===== config.mk =====
export PLATFORM = sky130hd
export DESIGN_NAME = relay_drive_sequencer
export DESIGN_NICKNAME = d
export VERILOG_FILES = /design/src/rtl/relay_drv_pkg.sv /design/src/rtl/relay_channel.sv /design/src/rtl/relay_drive_sequencer.sv
export SDC_FILE = /design/constraint.sdc
export NUM_CORES = 1
export LEC_CHECK = 0
export CAP_MARGIN = 0
export CORE_ASPECT_RATIO = 1.2
export CORE_MARGIN = 3
export CORE_UTILIZATION = 62
export DETAILED_ROUTE_END_ITERATION = 10
export GPL_TIMING_DRIVEN = 0
export PLACE_DENSITY_LB_ADDON = 0.3
export SKIP_LAST_GASP = 1
export SLEW_MARGIN = 10
export SYNTH_ARGS = -nofsm -noshare
export SYNTH_HDL_FRONTEND = slang
export SYNTH_HIERARCHICAL = 1
export SYNTH_SLANG_ARGS = --single-unit

===== constraint.sdc =====
create_clock -name clk -period 3.5 [get_ports clk]
set_clock_uncertainty 0.05 [all_clocks]
set_input_delay 0.525 -clock clk [delete_from_list [all_inputs] [get_ports clk]]
set_output_delay 0.525 -clock clk [all_outputs]
set_load 0.005 [all_outputs]

===== src/rtl/relay_drv_pkg.sv =====
// ============================================================================
// Module   : relay_drv_pkg
// Purpose  : Shared state and command encodings for the relay drive sequencer.
// Revision : 1.0  initial release
// ============================================================================
`default_nettype none

package relay_drv_pkg;

  localparam int NUM_CH = 2;

  typedef enum logic [1:0] {
    ST_IDLE = 2'd0,
    ST_FWD  = 2'd1,
    ST_REV  = 2'd2,
    ST_DEAD = 2'd3
  } state_t;

  typedef enum logic [1:0] {
    CMD_STOP = 2'd0,
    CMD_FWD  = 2'd1,
    CMD_REV  = 2'd2,
    CMD_ILL  = 2'd3
  } cmd_t;

  function automatic cmd_t decode_cmd(input logic i_fwd, input logic i_rev);
    cmd_t v;
    case ({i_fwd, i_rev})
      2'b10:   v = CMD_FWD;
      2'b01:   v = CMD_REV;
      2'b11:   v = CMD_ILL;
      default: v = CMD_STOP;
    endcase
    return v;
  endfunction

endpackage

`default_nettype wire


===== src/rtl/relay_channel.sv =====
// ============================================================================
// Module   : relay_channel
// Purpose  : One motor channel: command register, break-before-make FSM with
//            minimum on-time, dead-time counter and sticky illegal-command flag.
// Revision : 1.0  initial release
// ============================================================================
`default_nettype none

module relay_channel
  import relay_drv_pkg::*;
#(
  parameter int DEAD_CYCLES   = 1000,
  parameter int MIN_ON_CYCLES = 5000,
  parameter int CNT_W         = 16
) (
  input  logic clk,
  input  logic rst_n,
  input  logic i_fwd,
  input  logic i_rev,
  input  logic i_fault_clr,
  output logic o_fwd_act,
  output logic o_rev_act,
  output logic o_dead,
  output logic o_fault
);

  localparam logic [CNT_W-1:0] c_DEAD_LAST   = CNT_W'(DEAD_CYCLES - 1);
  localparam logic [CNT_W-1:0] c_MIN_ON_LAST = CNT_W'(MIN_ON_CYCLES - 1);
  localparam logic [CNT_W-1:0] c_CNT_MAX     = '1;
  localparam logic [CNT_W-1:0] c_ONE         = CNT_W'(1);

  cmd_t             r_cmd;
  state_t           r_state;
  logic [CNT_W-1:0] r_on_cnt;
  logic [CNT_W-1:0] r_dead_cnt;
  logic             r_fwd_act;
  logic             r_rev_act;
  logic             r_dead;
  logic             r_fault;

  always_ff @(posedge clk or negedge rst_n) begin
    if (!rst_n) begin
      r_cmd      <= CMD_STOP;
      r_state    <= ST_IDLE;
      r_on_cnt   <= '0;
      r_dead_cnt <= '0;
      r_fwd_act  <= 1'b0;
      r_rev_act  <= 1'b0;
      r_dead     <= 1'b0;
      r_fault    <= 1'b0;
    end else begin
      r_cmd <= decode_cmd(i_fwd, i_rev);

      // Setting on an illegal command takes priority over a clear in the same cycle.
      if (r_cmd == CMD_ILL) begin
        r_fault <= 1'b1;
      end else if (i_fault_clr) begin
        r_fault <= 1'b0;
      end

      case (r_state)
        ST_IDLE: begin
          r_on_cnt   <= '0;
          r_dead_cnt <= '0;
          if (r_cmd == CMD_FWD) begin
            r_state   <= ST_FWD;
            r_fwd_act <= 1'b1;
          end else if (r_cmd == CMD_REV) begin
            r_state   <= ST_REV;
            r_rev_act <= 1'b1;
          end
        end

        ST_FWD: begin
          if ((r_cmd == CMD_STOP) || (r_cmd == CMD_ILL) ||
              ((r_cmd == CMD_REV) && (r_on_cnt >= c_MIN_ON_LAST))) begin
            r_state    <= ST_DEAD;
            r_fwd_act  <= 1'b0;
            r_dead     <= 1'b1;
            r_dead_cnt <= '0;
          end else if (r_on_cnt != c_CNT_MAX) begin
            r_on_cnt <= r_on_cnt + c_ONE;
          end
        end

        ST_REV: begin
          if ((r_cmd == CMD_STOP) || (r_cmd == CMD_ILL) ||
              ((r_cmd == CMD_FWD) && (r_on_cnt >= c_MIN_ON_LAST))) begin
            r_state    <= ST_DEAD;
            r_rev_act  <= 1'b0;
            r_dead     <= 1'b1;
            r_dead_cnt <= '0;
          end else if (r_on_cnt != c_CNT_MAX) begin
            r_on_cnt <= r_on_cnt + c_ONE;
          end
        end

        ST_DEAD: begin
          // Dead time always runs to completion; only the exit target follows the command.
          if (r_dead_cnt == c_DEAD_LAST) begin
            r_dead     <= 1'b0;
            r_dead_cnt <= '0;
            r_on_cnt   <= '0;
            if (r_cmd == CMD_FWD) begin
              r_state   <= ST_FWD;
              r_fwd_act <= 1'b1;
            end else if (r_cmd == CMD_REV) begin
              r_state   <= ST_REV;
              r_rev_act <= 1'b1;
            end else begin
              r_state <= ST_IDLE;
            end
          end else begin
            r_dead_cnt <= r_dead_cnt + c_ONE;
          end
        end

        default: begin
          r_state   <= ST_IDLE;
          r_fwd_act <= 1'b0;
          r_rev_act <= 1'b0;
          r_dead    <= 1'b0;
        end
      endcase
    end
  end

  assign o_fwd_act = r_fwd_act;
  assign o_rev_act = r_rev_act;
  assign o_dead    = r_dead;
  assign o_fault   = r_fault;

endmodule

`default_nettype wire


===== src/rtl/relay_drive_sequencer.sv =====
// ============================================================================
// Module   : relay_drive_sequencer
// Purpose  : Two independent relay channels with enable gating. Define
//            MOTOR_PWM_EN to add a shared PWM counter and the duty input.
// Revision : 1.0  initial release
// ============================================================================
`default_nettype none

module relay_drive_sequencer
  import relay_drv_pkg::*;
#(
  parameter int DEAD_CYCLES   = 1000,
  parameter int MIN_ON_CYCLES = 5000,
  parameter int CNT_W         = 16,
  parameter int PWM_W         = 8
) (
  input  logic             clk,
  input  logic             rst_n,
  input  logic             enable,
  input  logic             min11,
  input  logic             min21,
  input  logic             min12,
  input  logic             min22,
  input  logic             fault_clr,
`ifdef MOTOR_PWM_EN
  input  logic [PWM_W-1:0] duty,
`endif
  output logic             rly11,
  output logic             rly21,
  output logic             rly12,
  output logic             rly22,
  output logic [1:0]       dead,
  output logic [1:0]       fault
);

  logic [NUM_CH-1:0] w_fwd_cmd;
  logic [NUM_CH-1:0] w_rev_cmd;
  logic [NUM_CH-1:0] w_fwd_act;
  logic [NUM_CH-1:0] w_rev_act;
  logic              w_pwm_on;

  // Disable presents STOP to both channels so they still pass through dead time.
  assign w_fwd_cmd = {min12, min11} & {NUM_CH{enable}};
  assign w_rev_cmd = {min22, min21} & {NUM_CH{enable}};

  for (genvar g = 0; g < NUM_CH; g++) begin : g_ch
    relay_channel #(
      .DEAD_CYCLES  (DEAD_CYCLES),
      .MIN_ON_CYCLES(MIN_ON_CYCLES),
      .CNT_W        (CNT_W)
    ) u_channel (
      .clk        (clk),
      .rst_n      (rst_n),
      .i_fwd      (w_fwd_cmd[g]),
      .i_rev      (w_rev_cmd[g]),
      .i_fault_clr(fault_clr),
      .o_fwd_act  (w_fwd_act[g]),
      .o_rev_act  (w_rev_act[g]),
      .o_dead     (dead[g]),
      .o_fault    (fault[g])
    );
  end

`ifdef MOTOR_PWM_EN
  logic [PWM_W-1:0] r_pwm_cnt;

  always_ff @(posedge clk or negedge rst_n) begin
    if (!rst_n) begin
      r_pwm_cnt <= '0;
    end else begin
      r_pwm_cnt <= r_pwm_cnt + PWM_W'(1);
    end
  end

  assign w_pwm_on = (r_pwm_cnt < duty);
`else
  assign w_pwm_on = (PWM_W > 0);
`endif

  assign rly11 = w_fwd_act[0] & w_pwm_on;
  assign rly21 = w_rev_act[0] & w_pwm_on;
  assign rly12 = w_fwd_act[1] & w_pwm_on;
  assign rly22 = w_rev_act[1] & w_pwm_on;

endmodule

`default_nettype wire


==> results.py, run 1 <==
metrics = {
    "yosys": {
        "synth_enable_flop_cells": 0,
        "synthDistinctLibCells": 72,
        "async_flop_share": 1.00,
        "synthCells": 562,
        "postSynthAreaPerCell_sq_um": 8.97,
        "synth_seq_cells": 80,
        "mappedNetlistArea_sq_um": 5040,
        "ys.flop_type": "dfrtp_1",
        "yosysWarnings": 6,
        "syn_nets": 592,
        "yosysSeqAreaShare": 0.397,
    },
    "detailed_routing": {
        "vias": 4666,
        "drt_iter0_drc": 380,
        "routed_via_density": 6.81,
        "ant_nets": 0,
        "finalWirelength_mm": 11.6,
        "drc": 0,
        "dr.pass1.iters": 7,
        "post_drt_wl_per_cell_microns": 17.0,
    },
    "clocking": {
        "cts_max_level": 3,
        "holdBufCountCts": 0,
        "cts_setup_buffers": 0,
        "clk_pin_slew_ns": 0.09,
        "clock-sinks": 80,
        "cts_tree": "built",
        "clk_latency_ns": 0.36,
        "clock_path_buffers": 2,
        "cts_resized": 0,
        "clockRootBuffer": "clkbuf_8",
        "cts_buffers": 9,
    },
    "placement": {
        "dp_slack_ns": 0.830,
        "io_buffers": 15,
        "dp_hpwl_mm": 8.05,
        "gp_congestion": 0.908,
    },
    "power_and_ir_drop": {
        "ir_worst_vdd_mv": 0.321,
        "p_leak_nw": 2.36,
        "power_density_nw_per_um2": 644,
    },
    "critical_path": {
        "path_max_fanout": 10,
        "crit_chain": "or2_2 -> a2111o_1 -> o32ai_1 -> buf_2 -> buf_2 -> o21ai_0 -> o41ai_1",
        "slowest_stage": "o32ai_1",
        "slowest_delay_ns": 0.54,
        "arrival_ns": 2.91,
        "r2r-start": "g_ch[0].u_channel/r_on_cnt[10]",
        "start_kind": "flop",
        "crit_family": "compound AO/OA/AOI/OAI gates",
        "crit_required_ns": 3.70,
        "r2r_slack_ns": 0.79,
        "crit_path_start": "g_ch[0].u_channel/r_on_cnt[10]",
        "crit_buf_inv": 2,
        "end_kind": "flop",
        "crit_type": "flop to flop",
        "crit_top_cell": "buf_2",
    },
    "timing": {
        "period_needed_ns": 2.71,
        "fin_crit_sh": 0.774,
        "relSlewSlack": 0.314,
        "grt_setup_unrepaired": "no",
        "hold_viol": 0,
        "worst_slew_pin_slew_ns": 1.02,
        "hold_slack_ns": 0.0830,
        "finalSetupViolCount": 0,
        "finalWorstSetupSlack_ns": 0.790,
        "finalMaxSlewViolations": 0,
        "fmax_mhz": 369,
    },
    "run": {
        "maxCapViolCount": 0,
    },
    "floorplanning": {
        "ios": 16,
        "core_area_sq_um": 7790,
        "die_w_microns": 88.3,
        "die_area_sq_um": 9250,
        "die_h_microns": 105,
        "num_rows": 35,
        "initial_core_util": 0.647,
    },
    "cells_and_area": {
        "finalNetCount": 619,
        "drive_above_1_share": 0.0944,
        "diodes": 0,
        "fillers": 586,
        "syn_to_final_growth_pct": 9.93,
    },
    "global_route": {
        "overflow": 0,
        "grt_pass1_vias": 4310,
        "grt_pass1_wl_mm": 20.1,
        "grt_antenna_before_repair": 0,
        "grtUsageTotal": 0.265,
        "grt_max_degree": 42,
    },
    "outcome": {
        "status": "finished, final reports clean",
    },
    "worst_hold_path": {
        "min_path_type": "primary input to asynchronous set/reset pin",
    },
}
[per-stage QoR]
stage	TNS (ns)	cell area (sq um)	std cells	util	power, W
2_1_floorplan	0	5040	562	-	0.00230
3_3_place_gp	-69.60	5310	669	0.681	0.00272
3_5_place_dp	0	5320	670	0.683	0.00279
4_1_cts	0	5540	685	0.711	0.00356
5_1_grt	0	5540	685	0.711	0.00383
6_report	0	5540	685	0.711	0.00357
[cell usage in the layout (no fill, tap or decap), types with 4 or more instances in the layout]
master,netlist,routed
o41ai_1,4,4
ha_1,22,22
nor4_1,13,13
nand2_1,58,58
or3_1,9,9
inv_1,22,22
a21oi_1,17,17
mux2_2,4,4
clkbuf_8,0,9
and2_1,12,12
nand3b_1,4,4
or4_1,6,6
nand3_1,37,37
a31oi_1,8,8
o21ai_0,69,69
a22o_1,7,7
a211oi_1,5,5
o31ai_1,21,21
nand2b_1,7,7
a211o_1,4,4
clkbuf_1,17,17
dfrtp_1,80,80
nand4_1,10,10
nor2_1,22,22
and3_1,12,12
clkdlybuf4s50_1,0,14
a21o_1,5,5
buf_2,10,10
nor3_1,5,5
a221o_1,6,6
[cell families after synthesis]
group	Yosys count	synth area share
AND/OR/NAND/NOR	223	0.251
AO/OA/AOI/OAI	176	0.236
adder cells (fa/ha/maj)	22	0.0546
buffers and inverters	54	0.0459
flip-flops	80	0.397
multiplexers	7	0.0151
[worst paths after layout]
| check | cells after the start | to |
|---|---|---|
| max in group asynchronous | 2 | g_ch[1].u_channel/r_dead_cnt[11] |
| hold reg to reg | 1 | g_ch[0].u_channel/r_dead_cnt[15] |
| min in group clk | 1 | g_ch[0].u_channel/r_dead_cnt[15] |
| setup reg to reg | 7 | g_ch[0].u_channel/r_dead_cnt[6] |
| hold / removal | 1 | g_ch[0].u_channel/r_dead_cnt[8] |
| setup / recovery | 7 | g_ch[0].u_channel/r_dead_cnt[6] |
[synthesized netlist by cell type (all sizes together), types with 8 or more instances]
library cell,instances,area [sq um]
nor4,14,103
nand4,12,87.6
clkbuf,18,68.8
nand2,58,218
inv,22,82.6
buf,13,76.3
and3,12,75.1
nand3,40,215
ha,22,275
o21ai,72,360
o31ai,22,179
dfrtp,80,2000
or3,11,78.8
a31oi,8,50.1
a21oi,18,101
nor2,22,82.6
and2,13,83.8
[cell type report]
class                      count  area [sq um]  share of cell area
inverter                      23          86.3              0.0156
clock inverter                 6          93.8              0.0169
timing repair buffer          16           168              0.0303
multi-input combinational    428          2810               0.507
sequential                    80          2000               0.361
buffer                        31           145              0.0262
tap                           92           115              0.0208
clock buffer                   9           124              0.0224
[sequential cells by signal, indices dropped and copies added (netlist names)]
signal,count
g_ch.u_channel/o_dead,2
g_ch.u_channel/o_fault,2
g_ch.u_channel/o_fwd_act,2
g_ch.u_channel/o_rev_act,2
g_ch.u_channel/r_cmd,4
g_ch.u_channel/r_dead_cnt,32
g_ch.u_channel/r_on_cnt,32
g_ch.u_channel/r_state,4
[routing by layer]
layer	GRT usage	up-vias	wire length [microns]
met5	0	-	0
met4	0.0788	0	195
met3	0.0505	25	711
met2	0.417	173	5790
met1	0.368	2290	4950
li1	-	2178	-
[report_power, final]
| part | leakage (nW) | total [W] | internal, W | switching (W) |
|---|---|---|---|---|
| clock network | 0.106 | 0.000769 | 0.000403 | 0.000366 |
| logic | 1.17 | 0.00163 | 0.000592 | 0.00103 |
| registers | 1.08 | 0.00117 | 0.00104 | 0.000127 |
| total | 2.36 | 0.00357 | 0.00204 | 0.00153 |
(Power assumes the default switching activity.)
==> inputs of run 2 (changes only) <==
- CORE_UTILIZATION: 62 -> 56
- clock period: 3.5 -> 2.49 ns (I/O delays scaled with it)
==> results.py, run 2 (synthesis results as in run 1) <==
metrics = {
    "worst_hold_path": {
        "min_path_type": "primary input to asynchronous set/reset pin",
    },
    "critical_path": {
        "path_max_fanout": 6,
        "crit_chain": "or2_4 -> a2111o_1 -> o31a_1 -> buf_6 -> or4_1 -> o211ai_1",
        "r2r-start": "g_ch[0].u_channel/r_on_cnt[10]",
        "crit_required_ns": 2.71,
        "crit_family": "compound AO/OA/AOI/OAI gates",
        "r2r_slack_ns": -0.02,
        "slowest_delay_ns": 0.50,
        "r2r_cells": 6,
        "worstReg2RegEnd": "g_ch[0].u_channel/r_on_cnt[2]",
        "slowest_stage": "a2111o_1",
        "crit_type": "flop to flop",
        "start_kind": "flop",
        "end_kind": "flop",
        "crit_buf_inv": 1,
        "arrival_ns": 2.73,
        "crit_path_start": "g_ch[0].u_channel/r_on_cnt[10]",
    },
    "timing": {
        "hold_slack_ns": 0.404,
        "setup_tns_ns": -0.0271,
        "worst_slew_pin_slew_ns": 0.719,
        "period_needed_ns": 2.51,
        "relSlewSlack": 0.517,
        "fmax_mhz": 398,
        "fin_crit_sh": 1.01,
        "finalSetupViolCount": 2,
        "finalMaxSlewViolations": 0,
        "hold_viol": 0,
        "finalWorstSetupSlack_ns": -0.0195,
        "grt_setup_unrepaired": "yes",
    },
    "power_and_ir_drop": {
        "power_density_nw_per_um2": 886,
        "p_leak_nw": 2.48,
        "ir_worst_vdd_mv": 0.667,
    },
    "floorplanning": {
        "die_w_microns": 92.6,
        "initial_core_util": 0.582,
        "core_area_sq_um": 8660,
        "ios": 16,
        "die_h_microns": 110,
        "die_area_sq_um": 10200,
        "num_rows": 37,
    },
    "cells_and_area": {
        "finalNetCount": 639,
        "syn_to_final_growth_pct": 16.6,
        "utilization": 0.679,
        "final_cell_mix": "dfrtp_1 (77), o21ai_0 (63), nand2_1 (57)",
        "drive_above_1_share": 0.158,
        "diodes": 0,
        "instances_no_fill": 730,
        "top_regs": "g_ch.u_channel/r_dead_cnt x32, g_ch.u_channel/r_on_cnt x32",
        "layout_commonest_cell": "dfrtp_1",
    },
    "placement": {
        "dp_hpwl_mm": 7.95,
        "dp_slack_ns": -0.267,
        "gp_congestion": 0.904,
        "dp.cells": 695,
        "io_buffers": 15,
    },
    "outcome": {
        "violations": "setup timing",
        "status": "complete, but fails checks",
    },
    "clocking": {
        "clockRootBuffer": "clkbuf_8",
        "clk_latency_ns": 0.35,
        "clock_path_buffers": 2,
        "cts_tree": "built",
        "clk_pin_slew_ns": 0.09,
        "cts_buffers": 9,
        "cts_max_level": 3,
        "clock-sinks": 80,
    },
    "detailed_routing": {
        "post_drt_wl_per_cell_microns": 17.0,
        "ant_nets": 0,
        "drt_iter0_drc": 280,
        "dr.pass1.iters": 5,
        "vias": 4763,
        "finalWirelength_mm": 12.4,
        "routed_via_density": 6.52,
        "drc": 0,
    },
    "global_route": {
        "grt_antenna_before_repair": 0,
        "grt_pass1_vias": 4482,
        "grtUsageTotal": 0.249,
        "grt_pass1_wl_mm": 20.7,
        "overflow": 0,
        "grt_max_degree": 58,
    },
    "run": {
        "maxCapViolCount": 0,
    },
}
## run 2: through the flow
step / area [sq um] / power (W)
2_1_floorplan: 5040 / 0.00323
3_3_place_gp: 5340 / 0.00382
3_5_place_dp: 5360 / 0.00390
4_1_cts: 5720 / 0.00510
5_1_grt: 5880 / 0.00557
6_report: 5880 / 0.00521
## run 2: power by group
| part | total, W | switching [W] | internal, W |
|---|---|---|---|
| Combinational | 0.00254 | 0.00155 | 0.000987 |
| Sequential | 0.00163 | 0.000166 | 0.00147 |
| Clock | 0.00104 | 0.000483 | 0.000556 |
## run 2: timing repair
action / 4_1_cts / 5_1_grt
gates resized for setup: 9 / 31
buffers inserted: 12 / 9
hold buffers: 1 / 0
pin swaps: 5 / 10
setup endpoints to repair: 36 / 55
endpoints found under the hold margin: 23 / 0
## run 2: worst max path at each step
stage,to,cells past startpoint
floorplan,g_ch[0].u_channel/r_on_cnt[9],6
global placement,g_ch[1].u_channel/r_on_cnt[4],1
finish,g_ch[0].u_channel/r_on_cnt[2],6
CTS,g_ch[0].u_channel/r_on_cnt[10],6
global route,g_ch[0].u_channel/r_on_cnt[0],8
detailed placement,g_ch[0].u_channel/r_dead_cnt[14],6
## run 2: per-layer routing
| layer | global-route usage | share of wire |
|---|---|---|
| met1 | 0.317 | 0.43 |
| met2 | 0.422 | 0.49 |
| met3 | 0.0459 | 0.064 |
| met4 | 0.0934 | 0.024 |
| met5 | 0 | 0 |
## run 2: final cells by class
| cell class | instances | area [sq um] |
|---|---|---|
| multi-input combinational | 428 | 2930 |
| fill | 669 | 2780 |
| sequential | 80 | 2010 |
| timing repair buffer | 38 | 350 |
| buffer | 29 | 149 |
| tap | 117 | 146 |
| clock buffer | 9 | 124 |
| inverter | 23 | 86.3 |
| clock inverter | 6 | 85.1 |
## run 2: worst register-to-register path, delay by kind of cell (launching register included)
kind | cells | cell delay, ns
and+or+nand+nor | 2 | 0.77
DFF | 1 | 0.45
AOI/OAI and AO/OA | 3 | 1.00
buffers and inverters | 1 | 0.16
==> inputs of run 3 (changes only) <==
- CORE_MARGIN: 3 -> 4
==> results.py, run 3 (synthesis results as in run 1) <==
metrics = {
    "critical_path": {
        "slowest_stage": "or4b_4",
        "slowest_delay_ns": 0.55,
        "arrival_ns": 2.69,
        "crit_family": "compound AO/OA/AOI/OAI gates",
        "crit_chain": "or4b_4 -> o41a_1 -> a41o_4 -> or2_4 -> buf_8 -> a211o_1",
        "path_max_fanout": 6,
        "r2r_cells": 6,
        "r2r-start": "g_ch[0].u_channel/r_dead_cnt[4]",
        "crit_required_ns": 2.68,
        "crit_path_start": "g_ch[0].u_channel/r_dead_cnt[4]",
        "crit_buf_inv": 1,
        "end_kind": "flop",
        "crit_type": "flop to flop",
        "start_kind": "flop",
        "crit_cells": 6,
    },
    "cells_and_area": {
        "diodes": 0,
        "instances_no_fill": 720,
        "final_cell_mix": "dfrtp_1 (79), o21ai_0 (69), nand2_1 (57)",
        "finalNetCount": 629,
        "drive_above_1_share": 0.129,
        "layout_commonest_cell": "dfrtp_1",
        "fillers": 705,
        "multiInputGateArea_sq_um": 2890,
        "top_regs": "g_ch.u_channel/r_dead_cnt x32, g_ch.u_channel/r_on_cnt x32",
        "regArea_sq_um": 2000,
        "syn_to_final_growth_pct": 14.2,
        "final_area_sq_um": 5750,
    },
    "timing": {
        "fin_crit_sh": 1.01,
        "grt_setup_unrepaired": "yes",
        "relSlewSlack": 0.542,
        "finalWorstSetupSlack_ns": -0.0146,
        "fmax_mhz": 399,
        "finalSetupViolCount": 2,
        "finalMaxSlewViolations": 0,
        "hold_viol": 0,
        "period_needed_ns": 2.50,
        "worst_slew_pin_slew_ns": 0.681,
    },
    "global_route": {
        "grt_pass1_wl_mm": 20.0,
        "grt_max_degree": 58,
        "grt_antenna_before_repair": 0,
        "grtUsageTotal": 0.229,
        "overflow": 0,
        "grt_pass1_vias": 4318,
    },
    "power_and_ir_drop": {
        "netSwitchingFraction": 0.426,
        "p_int_w": 0.00294,
        "p_total_w": 0.00512,
        "power_density_nw_per_um2": 890,
        "power_frac_seq": 0.319,
        "pwr-share-comb": 0.496,
        "ir_worst_vdd_mv": 0.579,
        "p_clk_frac": 0.185,
        "switchingPower_w": 0.00218,
        "p_leak_nw": 2.43,
    },
    "floorplanning": {
        "die_area_sq_um": 10600,
        "num_rows": 37,
        "core_area_sq_um": 8660,
        "die_w_microns": 94.6,
        "initial_core_util": 0.582,
        "die_h_microns": 112,
        "ios": 16,
    },
    "detailed_routing": {
        "finalWirelength_mm": 11.8,
        "drt_iter0_drc": 256,
        "vias": 4663,
        "ant_nets": 0,
        "dr.pass1.iters": 5,
        "post_drt_wl_per_cell_microns": 16.4,
        "drc": 0,
        "routed_via_density": 6.48,
    },
    "worst_hold_path": {
        "min_path_type": "primary input to asynchronous set/reset pin",
    },
    "placement": {
        "dp_hpwl_mm": 7.92,
        "placed_area_sq_um": 5360,
        "gp_congestion": 0.903,
        "dp.cells": 695,
        "io_buffers": 15,
    },
    "clocking": {
        "cts_buffers": 9,
        "clockRootBuffer": "clkbuf_8",
        "clk_pin_slew_ns": 0.08,
        "cts_tree": "built",
        "clock-sinks": 80,
        "cts_max_level": 3,
        "clock_path_buffers": 2,
        "clk_latency_ns": 0.36,
    },
    "outcome": {
        "violations": "setup timing",
        "status": "complete, but fails checks",
    },
    "run": {
        "maxCapViolCount": 0,
    },
}
[run 3: per-layer routing]
metal / track usage / share of wire
met1: 0.308 / 0.43
met2: 0.362 / 0.49
met3: 0.0324 / 0.061
met4: 0.107 / 0.022
met5: 0 / 0
[run 3: stage by stage]
| step | hold slack (ns) | utilization | setup TNS (ns) | setup WS, ns |
|---|---|---|---|---|
| finish | 0.402 | 0.665 | -0.0186 | -0.0146 |
| global route | 0.421 | 0.665 | -0.356 | -0.0639 |
| CTS | 0.402 | 0.650 | -0.0306 | -0.0126 |
| detailed placement | 0.252 | 0.619 | -2.94 | -0.174 |
| global placement | 0.407 | 0.616 | -144.41 | -1.79 |
| floorplan | 0.0279 | - | 0 | 0.0350 |
[run 3: worst paths after layout]
kind | slack (ns) | to
min in group clk | 0.43 | g_ch[0].u_channel/o_fault
hold / removal | 0.40 | g_ch[0].u_channel/r_dead_cnt[11]
setup reg to reg | -0.01 | g_ch[0].u_channel/r_on_cnt[10]
setup / recovery | -0.01 | g_ch[0].u_channel/r_on_cnt[10]
max in group asynchronous | 1.41 | g_ch[1].u_channel/r_on_cnt[4]
hold reg to reg | 0.43 | g_ch[0].u_channel/o_fault
[run 3: worst reg2reg max path: stages, from the launching register on]
cell     delay [ns]
dfrtp_1        0.40
or4b_4         0.55
o41a_1         0.40
a41o_4         0.29
or2_4          0.27
buf_8          0.14
a211o_1        0.29
[run 3: final cells by class]
class,instances,area share
buffer,29,0.0270
clock buffer,10,0.0222
multi-input combinational,428,0.502
sequential,80,0.348
inverter,23,0.0150
clock inverter,5,0.0102
timing repair buffer,28,0.0496
tap,117,0.0254
[run 3: timing repair]
item                                    4_1_cts  5_1_grt
hold endpoints to repair                     23        0
pin swaps                                     1        5
resized for setup                             6       19
setup buffers                                 6        4
endpoints found under the setup margin       36       53
hold buffers                                  1        0
cloned                                        0        1
[run 3: power by group through the flow]
stage / clock (W) / combinational, W / sequential [W]
after floorplan: 0 / 0.00161 / 0.00163
final: 0.000946 / 0.00254 / 0.00163
after global placement: 0 / 0.00217 / 0.00165
after global routing: 0.00102 / 0.00278 / 0.00167
after CTS: 0.000966 / 0.00231 / 0.00163
after detailed placement: 0 / 0.00224 / 0.00166
